## src/rtl/tmr_down_counter.sv

```systemverilog
// Triple-modular-redundant saturating down counter with majority voting,
// per-cycle replica resynchronisation, fault injection and fault bookkeeping.
module tmr_down_counter #(
  parameter int width = 8
) (
  input  logic             clk,
  input  logic             rst,
  input  logic             load,
  input  logic [width-1:0] load_val,
  input  logic             enable,
  input  logic             clr_fault,
  input  logic [2:0]       inject_sel,
  input  logic [width-1:0] inject_mask,
  output logic [width-1:0] q_out,
  output logic             zero,
  output logic             done,
  output logic [2:0]       fault_vec,
  output logic             uncorrectable,
  output logic [2:0]       sticky_fault,
  output logic [7:0]       fault_cnt
);

  logic [width-1:0] q_1, q_2, q_3;
  logic [width-1:0] base_1, base_2, base_3;
  logic [width-1:0] nxt_1, nxt_2, nxt_3;

  function automatic logic [width-1:0] vote(input logic [width-1:0] a,
                                            input logic [width-1:0] b,
                                            input logic [width-1:0] c);
    if (a == b || a == c) return a;
    else if (b == c)      return b;
    else                  return (a & b) | (a & c) | (b & c);
  endfunction

  function automatic logic [width-1:0] sat_dec(input logic [width-1:0] x);
    return (x == '0) ? '0 : x - width'(1);
  endfunction

  function automatic logic [width-1:0] next_val(input logic [width-1:0] base);
    if (load)        return load_val;
    else if (enable) return sat_dec(base);
    else             return base;
  endfunction

  always_comb begin
    q_out         = vote(q_1, q_2, q_3);
    zero          = (q_out == '0);
    fault_vec     = {q_3 != q_out, q_2 != q_out, q_1 != q_out};
    uncorrectable = (q_1 != q_2) && (q_1 != q_3) && (q_2 != q_3);
    // A replica that disagrees with the vote is repaired before it advances.
    base_1 = fault_vec[0] ? q_out : q_1;
    base_2 = fault_vec[1] ? q_out : q_2;
    base_3 = fault_vec[2] ? q_out : q_3;
    nxt_1  = next_val(base_1) ^ (inject_sel[0] ? inject_mask : '0);
    nxt_2  = next_val(base_2) ^ (inject_sel[1] ? inject_mask : '0);
    nxt_3  = next_val(base_3) ^ (inject_sel[2] ? inject_mask : '0);
  end

  always_ff @(posedge clk) begin
    if (rst) begin
      q_1          <= '0;
      q_2          <= '0;
      q_3          <= '0;
      done         <= 1'b0;
      sticky_fault <= 3'b000;
      fault_cnt    <= 8'd0;
    end else begin
      q_1          <= nxt_1;
      q_2          <= nxt_2;
      q_3          <= nxt_3;
      done         <= !load && enable && (q_out == width'(1));
      // Setting a sticky bit takes precedence over clearing it.
      sticky_fault <= fault_vec | (sticky_fault & {3{~clr_fault}});
      if (clr_fault)
        fault_cnt <= 8'd0;
      else if ((fault_vec != 3'b000 || uncorrectable) && fault_cnt != 8'hFF)
        fault_cnt <= fault_cnt + 8'd1;
    end
  end

endmodule

```

## config.mk

```make
export PLATFORM = sky130hd
export DESIGN_NAME = tmr_down_counter
export DESIGN_NICKNAME = d
export VERILOG_FILES = /design/src/rtl/tmr_down_counter.sv
export SDC_FILE = /design/constraint.sdc
export NUM_CORES = 1
export LEC_CHECK = 0
export BUFFER_PORTS_ARGS = -buffer_cell sky130_fd_sc_hd__buf_2
export CAP_MARGIN = 20
export CORE_ASPECT_RATIO = 0.9
export CORE_MARGIN = 1.5
export CORE_UTILIZATION = 35
export CTS_BUF_LIST = sky130_fd_sc_hd__clkbuf_2 sky130_fd_sc_hd__clkbuf_4 sky130_fd_sc_hd__clkbuf_8
export DETAILED_ROUTE_END_ITERATION = 7
export PLACE_DENSITY = 0.64
export REMOVE_ABC_BUFFERS = 1
export SYNTH_ARGS = -nofsm -noshare
export SYNTH_HDL_FRONTEND = slang
export SYNTH_SLANG_ARGS = --single-unit
```

## constraint.sdc

```tcl
create_clock -name clk -period 4.4 [get_ports clk]
set_input_delay 0.44 -clock clk [delete_from_list [all_inputs] [get_ports clk]]
set_output_delay 0.44 -clock clk [all_outputs]
set_load 0.01 [all_outputs]
```

After elaboration in Yosys (flattened, before gate mapping)

Index checks and enable logic that the tools add are counted.

Flip-flop bits (word level): 36
Bits of input ports: 24
Output and inout bits: 25
Logic and storage cells: 63

Add/subtract/negate cells: 4
Equality and inequality tests: 11
Multiplexer cells: 17
Bitwise operators: 11
Reduce and logical (&&, ||, !) cells: 14

Operators by type and width:

| operator                                                               | count |
|---|---|
| 8-bit two-way mux                                                      | 17 |
| 8-bit inequality test                                                  | 6 |
| 8-bit zero test                                                        | 4 |
| 8-bit AND                                                              | 3 |
| 8-bit equality test                                                    | 3 |
| 8-bit by 1-bit subtractor with 8-bit output (second input constant)    | 3 |
| 8-bit XOR                                                              | 3 |
| 8-bit OR                                                               | 2 |
| 8-bit by 1-bit adder with 8-bit output (second input constant)         | 1 |
| 8-bit by 1-bit equality test with 1-bit output (second input constant) | 1 |
| 8-bit inequality test (second input constant)                          | 1 |
| 1-bit logical AND                                                      | 5 |
| 3-bit AND                                                              | 1 |
| 3-bit OR                                                               | 1 |
| 3-bit nonzero test                                                     | 1 |
| 1-bit logical OR                                                       | 2 |
| 2-bit OR reduction                                                     | 1 |
| 1-bit zero test                                                        | 1 |
| 1-bit NOT                                                              | 1 |

Logic depth before layout (Yosys ltp)

Gate-level depths: netlist of the first run.

Word-level depth: 12
Mapped depth: 14
Depth with buffers taken out: 12

Worst setup path after synthesis of the first run

OpenSTA, ideal clock, no wires.

Kind: register -> register
Start point: reg q_2[7]
End point: reg q_3[6]
Library setup time: 0.128 ns
Arrival time: 3.047 ns
Required time: 4.272 ns
Path slack: 1.225 ns
Cell stages (with the launch flop): 15
Path buffers: 2
Clock period less this slack: 3.175 ns
Cells stage by stage: dfxtp_1 -> ha_1 -> or4_4 -> buf_6 -> o21ai_2 -> nand4_1 -> and2_1 -> buf_2 -> ha_1 -> inv_1 -> a31oi_1 -> and4_1 -> o41ai_1 -> xnor2_1 -> nor2_1

Word-level cells in the longest chain between the ends: 12
Elaborated cells between the ends (all ways): 17
Those cells by class: 1 x add/sub; 3 x eq/ne; 6 x mux; 5 x bitwise; 2 x reduce/logical

RTL lines:

| item                                                                           | RTL line | RTL |
|---|---|---|
| start, declared                                                                | 23       | `logic [width-1:0] q_1, q_2, q_3;` |
| start signal, assigned                                                         | 69       | `q_2 <= nxt_2;` |
| 8-bit AND                                                                      | 32       | `else return (a & b) \| (a & c) \| (b & c);` |
| 8-bit OR (2 in series)                                                         | 32       |  |
| 8-bit two-way mux                                                              | 31       | `else if (b == c) return b;` |
| 8-bit two-way mux *                                                            | 30       | `if (a == b \|\| a == c) return a;` |
| 8-bit inequality test                                                          | 48       | `fault_vec = {q_3 != q_out, q_2 != q_out, q_1 != q_out};` |
| 8-bit two-way mux *                                                            | 53       | `base_3 = fault_vec[2] ? q_out : q_3;` |
| 8-bit by 1-bit subtractor with 8-bit output or 8-bit zero test (tied branches) | 36       | `return (x == '0) ? '0 : x - width'(1);` |
| 8-bit two-way mux                                                              | 36       |  |
| 8-bit two-way mux *                                                            | 41       | `else if (enable) return sat_dec(base);` |
| 8-bit two-way mux *                                                            | 40       | `if (load) return load_val;` |
| 8-bit XOR *                                                                    | 56       | `nxt_3 = next_val(base_3) ^ (inject_sel[2] ? inject_mask : '0);` |
| end signal, assigned                                                           | 70       | `q_3 <= nxt_3;` |
| end, declared                                                                  | 23       |  |

Mark *: on every way between the ends. The rest lies on a longest branch, timed or not.
A chain may end at the register's enable or synchronous reset.

Worst setup path after layout of the first run

Start point: reg q_2[3]
End point: out fault_vec[2]

Word-level cells in the longest chain between the ends: 6
Elaborated cells between the ends (all ways): 10
Those cells by class: 3 x eq/ne; 2 x mux; 4 x bitwise; 1 x reduce/logical

RTL lines:

| item                    | RTL line | RTL |
|---|---|---|
| 8-bit AND               | 32       |  |
| 8-bit OR (2 in series)  | 32       |  |
| 8-bit two-way mux       | 31       |  |
| 8-bit two-way mux *     | 30       |  |
| 8-bit inequality test * | 48       |  |
| end, declared           | 17       | `output logic [2:0] fault_vec,` |

Marks and branches as above.

==> summary.md, run 1 <==
| Metric | Value |
|---|---|
| Largest stage delay, worst path | `700 ps` |
| Leak | `1.83 nW` |
| FF-to-FF End | `q_3[4]$_SDFF_PP0_` |
| Placed Area | `4300 sq um` |
| Synth area leaders | `dfxtp_1 (18%), ha_1 (9.7%), nand2_1 (5.3%), xnor2_1 (4.4%), a21oi_1 (3.4%)` |
| Reg power frac | `16.0%` |
| Max-cap viol count | `0` |
| Std cell rows | `36` |
| First-pass GRT wire length | `19.8 mm` |
| #FFs+latches synth | `36` |
| Port bufs | `48` |
| Layout area overhead | `10.3%` |
| Post-synthesis mux area share | `3.42%` |
| Nets | `611` |
| Adder-Cell Fraction of Synth Area | `9.74%` |
| Combinational share of power | `77.6%` |
| Layout cells sized above 1 | `15.3%` |
| CP Capture Type | `output port` |
| Core Region | `10,900 sq um` |
| Total wire length | `12.4 mm` |
| Slowest-stage cell, CP | `or4_1` |
| Worst r2r src | `q_3[7]$_SDFF_PP0_` |
| Die height | `104 um` |
| CTS tree | `yes` |
| Root Buffer | `clkbuf_8` |
| Layout Skew | `9.22 ps` |
| Clock-pin transition on the worst setup and hold timing paths | `80 ps` |
| CTS sink cnt | `36` |
| DIE AREA | `12,000 sq um` |
| Synth Area in Simple Gates | `30.9%` |
| Worst EP required | `3960 ps` |
| Synth Area in Compound Gates | `26.6%` |
| Power Density | `904 nW/um^2` |
| HPWL after DPL | `9.55 mm` |
| Placer's final routability congestion estimate | `0.994` |
| Vias in the first global route | `3,860` |
| Maximum vdd drop | `0.000794 V` |
| Number of remaining DRC errors | `0` |
| Hold violation count in the final report | `0` |
| Post-route cell area | `4390 sq um` |
| Fin crit share | `88.1%` |
| Cell area after synthesis | `3980 sq um` |
| Rel. slew slack | `49.3%` |
| Starting Density | `36.4%` |
| Post-CTS setup buffer count | `0` |
| Cell variety after synth | `67` |
| Crit Path Class | `register to output port` |
| H-tree depth | `2` |
| Worst Hold Launch | `clr_fault` |
| Startpoint types | `register` |
| Slew Limit Fails | `0` |
| Die X | `115 um` |
| Syn. warnings | `0` |
| Setup total negative slack | `0 ps` |
| Area leader, netlist | `dfxtp_1` |
| Buffers & Inverters on Critical Path | `2` |
| F_max | `258 MHz` |
| Hold depth | `2` |
| Via count | `4,281` |
| Post-synthesis sequential area ratio | `18.1%` |
| Pin count of the biggest net entering global routing | `45` |
| Syn Area/Cell | `7.54 sq um` |
| Fill cells | `1,101` |
| Initial antenna violation count | `0` |
| Cts bufs inserted | `5` |
| Antenna Cells | `0` |
| RSZ-0062 raised after global routing | `false` |
| Clk_lat worst skew | `300 ps` |
| # setup viols final | `0` |
| Least-Margin Pin Slew | `761 ps` |
| Final worst path period need | `3880 ps` |
| Clock Power Share | `6.5%` |
| I/O pin count | `49` |
| Cell count after synthesis | `528` |
| CTS max path bufs | `2` |
| Total GRT Usage | `20.6%` |
| Hold slack | `450 ps` |
| Synth Area in XOR/XNOR | `5.94%` |
| # resized after CTS | `0` |
| EDFF count, synth | `0` |
| Cell Int Power | `1.70 mW` |
| Vias per cell | `6.04` |
| Cell mode on critical path | `or4_1` |
| GR Overflow Total | `0` |
| Crit path max-delay family | `simple AND/OR/NAND/NOR gates` |
| Crit-path cells | `ha_1, or4_1, buf_4, or4_1, nand3_1, o2111ai_1, o31a_1, buf_2` |
| DRT Pass-1 Iters | `5` |
| Share of the synthesized area in the top cell type | `18.1%` |
| Ys flop type | `dfxtp_1` |
| WL per Instance | `17.5 um` |
| Cts-stage hold buffer count | `0` |
| Async set-or-reset flop fraction in the synthesized netlist | `0%` |
| Final ANT Viol Nets | `0` |
| Crit path DAT | `3440 ps` |
| Status | `finished clean` |
| Flop2flop setup slack | `550 ps` |
| Switching power | `2.27 mW` |
| R2R depth | `9` |
| Maximum fanout along the worst path | `22` |
| Hold Crit Class | `input port to register` |
| Largest family of logic cells by synthesized area | `simple AND/OR/NAND/NOR gates` |
| Worst hold endpoint | `fault_cnt[0]$_SDFFE_PP0P_` |
| Switch share | `57.2%` |
| First DRT Iteration DRCs | `330` |
registers in the layout, summed over array words and instances (netlist names):
| name | cells |
|---|---|
| q_3 | 8 |
| done | 1 |
| q_1 | 8 |
| q_2 | 8 |
| fault_cnt | 8 |
| sticky_fault | 3 |
routing by layer:
layer  GRT usage [%]  vias up  share of wire, %
met2            31.7      201                43
met1            29.5     1990                46
met3            2.21       29               8.0
met4            7.32        0               2.9
met5               0        -                 0
li1                -     2061                 -
power groups by stage:
| stage | registers (mW) | clock network (mW) | logic, mW |
|---|---|---|---|
| 2_1_floorplan | 0.582 | 0 | 2.13 |
| 3_3_place_gp | 0.625 | 0 | 2.97 |
| 3_5_place_dp | 0.634 | 0 | 3.01 |
| 4_1_cts | 0.626 | 0.261 | 3.03 |
| 5_1_grt | 0.652 | 0.272 | 3.35 |
| 6_report | 0.635 | 0.256 | 3.08 |
per-stage QoR:
stage	power (mW)	util [%]	cells	setup slack (ps)
final	3.97	40.1	709	522
after global routing	4.28	40.1	709	389
after CTS	3.92	40.1	709	582
after detailed placement	3.64	39.3	701	636
after global placement	3.59	39.3	701	697
after floorplan	2.71	-	494	864
logic make-up after synthesis:
group / after synthesis
flops: 36
fa+ha+maj: 31
mux: 13
buf+inv: 46
compound gates: 149
xor+xnor: 27
simple gates: 226
final cells by class:
| cell class | count | area [sq um] | share of cell area [%] |
|---|---|---|---|
| Clock buffer | 5 | 68.8 | 1.57 |
| Clock inverter | 3 | 23.8 | 0.541 |
| Inverter | 12 | 45.0 | 1.03 |
| Multi-Input combinational cell | 446 | 3050 | 69.5 |
| Sequential cell | 36 | 721 | 16.4 |
| Tap cell | 152 | 190 | 4.33 |
| Timing Repair Buffer | 55 | 293 | 6.66 |
synth_stat cells, types with 7 or more instances:
cell and number:
dfxtp_1 36, nand3_1 13, o211ai_1 12, nor2_1 36, o31a_1 13, and2_1 16
or4_1 8, nand2b_1 8, xnor2_1 20, o21ai_0 12, a211o_1 8, ha_1 31
nor4_1 17, nor3_1 17, buf_2 9, nand4_1 20, o21ai_1 7, nand2_1 56
a41oi_1 8, mux2i_1 8, o22ai_1 17, a31oi_1 7, a21o_1 7, a21oi_1 27
clkbuf_1 18, xor2_1 7, inv_1 11
worst max-delay path by stage:
| stage | slack (ps) | start | end | cells after the start |
|---|---|---|---|---|
| after floorplan | 860 | q_2[3]$_SDFF_PP0_ | fault_cnt[5]$_SDFFE_PP0P_ | 9 |
| after global placement | 700 | q_3[7]$_SDFF_PP0_ | q_3[6]$_SDFF_PP0_ | 11 |
| after detailed placement | 640 | q_3[7]$_SDFF_PP0_ | q_3[6]$_SDFF_PP0_ | 11 |
| after CTS | 580 | q_2[3]$_SDFF_PP0_ | fault_vec[2] | 8 |
| after global routing | 390 | q_3[7]$_SDFF_PP0_ | q_3[6]$_SDFF_PP0_ | 11 |
| final | 520 | q_2[3]$_SDFF_PP0_ | fault_vec[2] | 8 |
placed cells by master (no fill, tap or decap), types with 7 or more instances in the layout:
cell      netlist  layout
nor2_1         36      36
ha_1           31      31
o21ai_1         7       7
xnor2_1        20      20
a21o_1          7       7
o22ai_1        17      17
a21oi_1        27      27
buf_4           1       7
a31oi_1         7       7
inv_1          11      11
buf_2           9      48
xor2_1          7       7
or4_1           8       8
a211o_1         8       8
nand2b_1        8       8
and2_1         16      16
mux2i_1         8       8
o211ai_1       12      12
o21ai_0        12      12
nor3_1         17      17
dfxtp_1        36      36
nand4_1        20      20
nand3_1        13      13
o31a_1         13      13
nand2_1        56      56
a41oi_1         8       8
nor4_1         17      17
worst reg2reg max path, stage by stage, from the launching register on:
cell	delay, ps
dfxtp_1	530
ha_1	330
or4_4	740
or3_4	460
nand4_1	220
and2_1	290
ha_1	300
nand4_1	310
a21boi_1	260
mux2_1	310
Power figures use the tool's default switching activity.
==> inputs of run 2 (changes only) <==
clock period = 3.95 ns   (was 4.4 ns; I/O delays follow)
==> summary.md, run 2 (synthesis results as in run 1) <==
| Metric | Value |
|---|---|
| Status | `finished clean` |
| CTS max path bufs | `2 (unchanged)` |
| Max-cap viol count | `0 (unchanged)` |
| Slowest-stage cell, CP | `or4_4` |
| DIE AREA | `12,000 sq um (unchanged)` |
| H-tree depth | `2 (unchanged)` |
| First DRT Iteration DRCs | `473 (+43%)` |
| Most frequent cells in the layout | `nand2_1 (56), buf_2 (48), nor2_1 (36), dfxtp_1 (36), ha_1 (31)` |
| Core Region | `10,900 sq um (unchanged)` |
| Clock-pin transition on the worst setup and hold timing paths | `90 ps (about the same)` |
| Hold Crit Class | `input port to register` |
| I/O pin count | `49 (unchanged)` |
| Root Buffer | `clkbuf_8` |
| Least-Margin Pin Slew | `773 ps (+12.3 ps)` |
| Die X | `115 um (unchanged)` |
| First-pass GRT wire length | `21.0 mm (+6.5%)` |
| Largest stage delay, worst path | `640 ps (-60 ps)` |
| Layout Skew | `11.1 ps (+1.83 ps)` |
| Initial antenna violation count | `2 (+2)` |
| Maximum fanout along the worst path | `17 (-23%)` |
| Fill cells | `1,126 (+2.3%)` |
| Number of remaining DRC errors | `0 (unchanged)` |
| Most common cell after layout, fill and taps aside | `nand2_1` |
| CTS sink cnt | `36 (unchanged)` |
| Fin crit share | `96.4%` |
| Die height | `104 um (unchanged)` |
| Cts bufs inserted | `5 (unchanged)` |
| CP Capture Type | `register` |
| RSZ-0062 raised after global routing | `false` |
| Final worst path period need | `3810 ps` |
| Crit path DAT | `3960 ps (+520 ps)` |
| Leak | `1.92 nW (+4.8%)` |
| Clk_lat worst skew | `290 ps (about the same)` |
| Starting Density | `36.4% (unchanged)` |
| Power Density | `1040 nW/um^2 (+15%)` |
| Maximum vdd drop | `0.000822 V (+3.5%)` |
| Total wire length | `13.1 mm (+5.4%)` |
| Vias in the first global route | `4,073 (+5.5%)` |
| Buffers & Inverters on Critical Path | `2 (unchanged)` |
| CTS tree | `yes` |
| Slew Limit Fails | `0 (unchanged)` |
| Crit-path cells | `ha_1, or4_4, buf_4, o21ai_1, o2111ai_2, and2_1, inv_2, a311oi_2, nor4_4, nand3_1, a21oi_1` |
| Vias per cell | `6.14 (+1.7%)` |
| Crit path max-delay family | `simple AND/OR/NAND/NOR gates` |
| Worst EP required | `4100 ps (+140 ps)` |
| DRT Pass-1 Iters | `6 (+1)` |
| Pin count of the biggest net entering global routing | `45 (unchanged)` |
| Port bufs | `48 (unchanged)` |
| Fin worst setup slack | `141 ps (-381 ps)` |
| Place WS | `75.8 ps (-560 ps)` |
| Placer's final routability congestion estimate | `0.975 (-1.8%)` |
| Hold violation count in the final report | `0 (unchanged)` |
| Total GRT Usage | `21.9% (+1.3 points)` |
| # setup viols final | `0 (unchanged)` |
| Crit Path Class | `register to register` |
| HPWL after DPL | `10.1 mm (+5.7%)` |
| Startpoint types | `register` |
| Final ANT Viol Nets | `0 (unchanged)` |
| Std cell rows | `36 (unchanged)` |
| Via count | `4,432 (+3.5%)` |
| F_max | `263 MHz` |
| Layout area overhead | `14.1%` |
| GR Overflow Total | `0 (unchanged)` |
| Layout cells sized above 1 | `18.1% (+2.8 points)` |
| Setup total negative slack | `0 ps (unchanged)` |
| WL per Instance | `18.1 um (+3.5%)` |
| Nets | `624 (+2.1%)` |
| Antenna Cells | `0 (unchanged)` |
| Rel. slew slack | `48.4% (-0.82 points)` |
## run 2: layer usage
metal  vias up  GRT usage [%]  wire length (um)
li1       2096              -                 -
met1      2089           30.9              5910
met2       206           33.8              5830
met3        39           3.03               918
met4         2           7.41               421
met5         -              0                13
## run 2: report_power, final
| group | leakage (nW) | internal [mW] | switching, mW |
|---|---|---|---|
| clock network | 0.0548 | 0.190 | 0.159 |
| registers | 0.298 | 0.475 | 0.199 |
| logic | 1.57 | 1.44 | 2.25 |
## run 2: worst paths after layout
kind | from | to | slack (ps) | depth (start not counted)
max | q_2[7]$_SDFF_PP0_ | q_3[7]$_SDFF_PP0_ | 140 | 11
min | clr_fault | fault_cnt[0]$_SDFFE_PP0P_ | 420 | 2
max reg2reg | q_2[7]$_SDFF_PP0_ | q_3[7]$_SDFF_PP0_ | 140 | 11
min reg2reg | sticky_fault[0]$_SDFF_PP0_ | sticky_fault[0]$_SDFF_PP0_ | 500 | 2
## run 2: worst reg2reg max path: stages, from the launching register on
cell and delay [ps]:
dfxtp_1 490, ha_1 310, or4_4 640, buf_4 250
o21ai_1 180, o2111ai_2 220, and2_1 340, inv_2 140
a311oi_2 70, nor4_4 460, nand3_1 130, a21oi_1 420
## run 2: per-stage QoR
| step | std cells | cell area (sq um) | util (%) | hold slack, ps | power [mW] |
|---|---|---|---|---|---|
| CTS | 721 | 4510 | 41.2 | 402 | 4.58 |
| global placement | 713 | 4390 | 40.1 | 469 | 4.18 |
| floorplan | 494 | 3820 | - | 464 | 3.02 |
| finish | 722 | 4540 | 41.5 | 416 | 4.71 |
| global route | 722 | 4540 | 41.5 | 419 | 5.08 |
| detailed placement | 713 | 4390 | 40.1 | 488 | 4.21 |
## run 2: area by class of cell
| type | instances | area (sq um) | share of cell area (%) |
|---|---|---|---|
| Clock buffer | 5 | 68.8 | 1.51 |
| Clock inverter | 3 | 46.3 | 1.02 |
| Inverter | 12 | 45.0 | 0.991 |
| Multi-Input combinational cell | 446 | 3080 | 67.8 |
| Sequential cell | 36 | 721 | 15.9 |
| Tap cell | 152 | 190 | 4.19 |
| Timing Repair Buffer | 68 | 390 | 8.59 |
## run 2: what timing repair did
item,4_1_cts,5_1_grt
buffers inserted,0,1
setup endpoints to repair,0,7
hold buffers,0,0
gates resized for setup,0,5
